==> config.mk <==
export PLATFORM = sky130hd
export DESIGN_NAME = mux_arb_path
export DESIGN_NICKNAME = d
export VERILOG_FILES = /design/src/rtl/mux_sel_arbiter_pkg.sv /design/src/rtl/mux_sel_arbiter_if.sv /design/src/rtl/mux_1bit.sv /design/src/rtl/mux_arb_path.sv /design/src/rtl/mux_sel_arbiter.sv
export SDC_FILE = /design/constraint.sdc
export NUM_CORES = 1
export LEC_CHECK = 0
export BUFFER_PORTS_ARGS = -buffer_cell sky130_fd_sc_hd__buf_2
export CORE_AREA = 4 4 41 43
export CTS_CLUSTER_DIAMETER = 30
export DETAILED_ROUTE_END_ITERATION = 8
export DIE_AREA = 0 0 45 47
export PLACE_DENSITY = 0.67
export SLEW_MARGIN = 20
export SYNTH_ARGS = -nofsm -noshare
export SYNTH_HDL_FRONTEND = slang
export SYNTH_SLANG_ARGS = --single-unit
==> constraint.sdc <==
create_clock -name clk -period 2.74 [get_ports clk]
set_clock_uncertainty 0.05 [all_clocks]
set_input_delay 0.411 -clock clk [delete_from_list [all_inputs] [get_ports clk]]
set_output_delay 0.411 -clock clk [all_outputs]
set_load 0.02 [all_outputs]
==> src/rtl/mux_sel_arbiter_pkg.sv <==
// Shared encodings for the two-source mux select arbiter.
package mux_arb_pkg;

    localparam logic [1:0] ST_IDLE  = 2'd0;
    localparam logic [1:0] ST_GNT_A = 2'd1;
    localparam logic [1:0] ST_GNT_B = 2'd2;

    localparam logic SEL_A = 1'b0;
    localparam logic SEL_B = 1'b1;

endpackage

==> src/rtl/mux_sel_arbiter_if.sv <==
// Request/grant bundle between the two sources and the arbiter.
interface mux_sel_arbiter_if;

    logic req_a;
    logic req_b;
    logic sel;
    logic gnt_a;
    logic gnt_b;
    logic busy;
    logic switch;

    modport master (
        output req_a, req_b,
        input  sel, gnt_a, gnt_b, busy, switch
    );

    modport slave (
        input  req_a, req_b,
        output sel, gnt_a, gnt_b, busy, switch
    );

endinterface

==> src/rtl/mux_1bit.sv <==
// Plain 1-bit 2:1 mux: x_i=0 passes a_i, x_i=1 passes b_i.
module mux_1bit (
    input  logic a_i,
    input  logic b_i,
    input  logic x_i,
    output logic y_o
);

    assign y_o = x_i ? b_i : a_i;

endmodule

==> src/rtl/mux_arb_path.sv <==
// Integration wrapper: the arbiter steering a mux_1bit between two data sources.
module mux_arb_path #(
    parameter int MAX_HOLD = 8,
    parameter int CNT_W    = 4
) (
    input  logic clk,
    input  logic rst_n,
    input  logic req_a_i,
    input  logic req_b_i,
    input  logic data_a_i,
    input  logic data_b_i,
    output logic data_y_o,
    output logic gnt_a_o,
    output logic gnt_b_o,
    output logic busy_o,
    output logic switch_o
);

    mux_sel_arbiter_if arb ();

    assign arb.req_a = req_a_i;
    assign arb.req_b = req_b_i;
    assign gnt_a_o   = arb.gnt_a;
    assign gnt_b_o   = arb.gnt_b;
    assign busy_o    = arb.busy;
    assign switch_o  = arb.switch;

    mux_sel_arbiter #(
        .MAX_HOLD (MAX_HOLD),
        .CNT_W    (CNT_W)
    ) u_arb (
        .clk   (clk),
        .rst_n (rst_n),
        .arb   (arb)
    );

    mux_1bit u_mux (
        .a_i (data_a_i),
        .b_i (data_b_i),
        .x_i (arb.sel),
        .y_o (data_y_o)
    );

endmodule

==> src/rtl/mux_sel_arbiter.sv <==
// Round-robin arbiter for two requesters; every output comes straight from a flop.
module mux_sel_arbiter
    import mux_arb_pkg::*;
#(
    parameter int MAX_HOLD = 8,
    parameter int CNT_W    = 4
) (
    input logic              clk,
    input logic              rst_n,
    mux_sel_arbiter_if.slave arb
);

    localparam logic [CNT_W-1:0] HOLD_LAST = CNT_W'(MAX_HOLD - 1);

    logic [1:0]       state_q, state_d;
    logic [CNT_W-1:0] hold_cnt_q, hold_cnt_d;
    logic             last_owner_q, last_owner_d;
    logic             sel_q, sel_d;
    logic             gnt_a_q, gnt_b_q, busy_q, switch_q;
    logic             entry;
    logic             contended;

    always_comb begin
        state_d = state_q;
        unique case (state_q)
            ST_IDLE: begin
                if (arb.req_a && arb.req_b)
                    state_d = (last_owner_q == SEL_A) ? ST_GNT_B : ST_GNT_A;
                else if (arb.req_a)
                    state_d = ST_GNT_A;
                else if (arb.req_b)
                    state_d = ST_GNT_B;
            end
            ST_GNT_A: begin
                if (!arb.req_a)
                    state_d = arb.req_b ? ST_GNT_B : ST_IDLE;
                else if (arb.req_b && hold_cnt_q == HOLD_LAST)
                    state_d = ST_GNT_B;
            end
            ST_GNT_B: begin
                if (!arb.req_b)
                    state_d = arb.req_a ? ST_GNT_A : ST_IDLE;
                else if (arb.req_a && hold_cnt_q == HOLD_LAST)
                    state_d = ST_GNT_A;
            end
            default: state_d = ST_IDLE;
        endcase
    end

    // A grant entry is any move into an owned state, from idle or by handover.
    always_comb begin
        entry        = (state_d != state_q) && (state_d != ST_IDLE);
        contended    = ((state_q == ST_GNT_A) && arb.req_b) ||
                       ((state_q == ST_GNT_B) && arb.req_a);
        hold_cnt_d   = '0;
        sel_d        = sel_q;
        last_owner_d = last_owner_q;
        if (entry) begin
            sel_d        = (state_d == ST_GNT_B) ? SEL_B : SEL_A;
            last_owner_d = sel_d;
        end else if (contended) begin
            hold_cnt_d = hold_cnt_q + 1'b1;
        end
    end

    always_ff @(posedge clk or negedge rst_n) begin
        if (!rst_n) begin
            state_q      <= ST_IDLE;
            hold_cnt_q   <= '0;
            last_owner_q <= SEL_B;
            sel_q        <= SEL_A;
            gnt_a_q      <= 1'b0;
            gnt_b_q      <= 1'b0;
            busy_q       <= 1'b0;
            switch_q     <= 1'b0;
        end else begin
            state_q      <= state_d;
            hold_cnt_q   <= hold_cnt_d;
            last_owner_q <= last_owner_d;
            sel_q        <= sel_d;
            gnt_a_q      <= (state_d == ST_GNT_A);
            gnt_b_q      <= (state_d == ST_GNT_B);
            busy_q       <= (state_d != ST_IDLE);
            switch_q     <= entry;
        end
    end

    assign arb.sel    = sel_q;
    assign arb.gnt_a  = gnt_a_q;
    assign arb.gnt_b  = gnt_b_q;
    assign arb.busy   = busy_q;
    assign arb.switch = switch_q;

endmodule
==> summary.txt <==
Floorplan
  • Die Span X: 45 um
  • Row count: 13
  • Core footprint: between 1000 and 1500 sq um
  • Die Ht: 47 um
  • Die ar.: 2120 sq um
  • Ports: 11
  • Initial core utilization: a little under half

Timing
  • Final setup fails: 0
  • Post-layout minimum cycle time: 1600 ps
  • Worst Max-Slew Pin Slew: 369 ps
  • Final Cycle Share: 58.2%
  • RSZ-0062 raised after global routing: no
  • Fmax: 627 MHz
  • Hold Vio Cnt, Final: 0
  • Final slew viol count: 0
  • Slew Limit Headroom: 75.4%
  • Total negative setup slack: 0 ps

Final layout
  • Diode count: 0
  • Non-filler cells, final: 86
  • Layout area overhead: 16.7%
  • Layout cells sized above 1: 28.2%
  • Most frequent cells in the layout: 11 x dfrtp_1, 10 x buf_2, 6 x nor2_1, 5 x nand3_1, 4 x a21oi_1
  • Final core utilization: ~55%
  • Commonest non-fill, non-tap cell in the layout: dfrtp_1
  • Nets: slightly below 80

Routing
  • WL per Instance: approximately 13 um
  • DR vias: 475
  • Drt pass-1 iters: 5
  • ANT nets after route: 0
  • Residual DRC: 0
  • DRT iter0 DRCs: 10
  • WL final: 1100 um
  • Via/cell ratio: 5.52

GRT
  • Pin count of the biggest net entering global routing: 13
  • Vias in the first global route: 384
  • Initial antenna violation count: 0
  • Congestion Overflow GR: 0
  • Global-route wire length before repair: 1690 um
  • Gr usage total: 11.5%

Place
  • Dpl hpwl: 826 um
  • Post-Place Cells: 81
  • Port-buffer cells: 10
  • Routability cong.: 0.700

Clocking
  • Htree depth: 1
  • Post-CTS Setup Bufs: 0
  • CTS root buffer: clkbuf_4
  • Post-cts sizing count: 0
  • Cts hold-fix bufs: 1
  • Clock insertion delay at the later pin of the skew report: 260 ps
  • Reg clk slew, reported paths: ~80 ps
  • Clk sink count: 12
  • Maximum clock path buffer count: 2
  • Num CTS Buffers: 3
  • CTS tree: yes

Yosys
  • Yosys top cell by area: dfrtp_1
  • Count of different cell masters after synthesis: 29
  • Area contributors post-synth: dfrtp_1 45%, dfstp_2 4.3%, nand3_1 4.1%
  • Synth top area share: 45.3%
  • Syn nets: 66
  • Yosys warns: 0
  • Cells after synthesis: 59
  • Mapped Area: around 600 sq um
  • Sequential fraction of the synthesis area: between 40% and 50%
  • Seq cells post-synth: 12
  • Mean Syn Cell Area: 10.3 sq um

Power and ir drop
  • Leakage: 0.359 nW
  • Max rail drop VDD: around 0.32 mV
  • Pwr Density: 653 nW/um^2

Job
  • Max_cap viols: 0

Setup path
  • Setup crit start: u_arb.arb.sel
  • CP Class: reg2out
  • Worst Path Max Fanout: 3
  • Critical Path Start Type: flop
  • Critical path endpoint category: primary output
  • CP Data Required Time: 2280 ps
  • Worst reg2reg path startpoint: u_arb.hold_cnt_q[0]
  • WP data arrival: 1130 ps

Min path
  • Hold_sp: req_a_i
  • Min-delay worst type: in2reg

Status
  • Status: finished, final reports clean
through the flow:
stage,hold slack [ps],total power [W],worst slack [ps],cell area (sq um)
after global routing,372,0.000496,1050,709
after CTS,343,0.000469,1120,709
after global placement,250,0.000327,1250,663
final,362,0.000463,1140,709
after floorplan,65.4,0.000298,1330,608
after detailed placement,251,0.000328,1230,663
layer usage:
layer  GRT usage (%)  wire (um)  vias up
met2            16.7        520       14
li1                -          -      237
met3            2.30         57        2
met4            7.02          5        0
met5               0          0        -
met1            15.7        519      222
cells by family after synthesis:
logic type      Yosys count  synth area share (%)
mux                       2                  3.50
buf+inv                   5                  3.50
flops                    12                  49.6
compound gates           14                  15.6
xor+xnor                  3                  4.32
fa+ha+maj                 1                  2.06
simple gates             22                  21.4
path summary, 6_finish.rpt:
path | depth (start not counted) | to | slack [ps]
max | 2 | data_y_o | 1140
min | 2 | u_arb.last_owner_q | 360
max reg2reg | 5 | u_arb.last_owner_q | 1210
min reg2reg | 1 | u_arb.hold_cnt_q[0] | 420
max in group asynchronous | 2 | u_arb.last_owner_q | 1890
min in group asynchronous | 2 | u_arb.arb.gnt_a | 490
area by class of cell:
cell class | instances | area (sq um)
fillers | 117 | 592
flip-flops and latches | 12 | 302
multi-input cells | 42 | 285
repair buffers | 11 | 60.1
clock buffers | 4 | 36.3
well taps | 15 | 18.8
inverters | 2 | 7.51
state kept, by name (all words and copies together) (netlist names):
name and cells:
u_arb.arb.busy 1, u_arb.arb.switch 1, u_arb.arb.sel 1, u_arb.last_owner_q 1, u_arb.state_q 2, u_arb.arb.gnt_a 1, u_arb.arb.gnt_b 1, u_arb.hold_cnt_q 4
power breakdown:
part           switching (W)  internal, W
Sequential         0.0000265     0.000203
Combinational      0.0000536    0.0000427
Clock              0.0000569    0.0000806
critical path, stage by stage (launching register included):
cell and delay [ps]:
dfrtp_1 380, mux2_2 330, buf_2 160
cell usage after synthesis, drive strengths merged:
cell / number
a21oi: 4
and3: 2
a221oi: 1
nand2b: 2
dfstp: 1
or3: 1
o21ai: 2
o311ai: 1
mux2i: 1
inv: 2
buf: 2
xnor2: 1
nand3b: 1
o21a: 1
mux2: 1
a21o: 1
dfrtp: 11
o221ai: 1
xor2: 2
clkbuf: 1
o211ai: 2
nor2: 6
ha: 1
and3b: 1
nand2: 2
o31ai: 1
nand4: 1
and2: 1
nand3: 5
(Power assumes the default switching activity.)
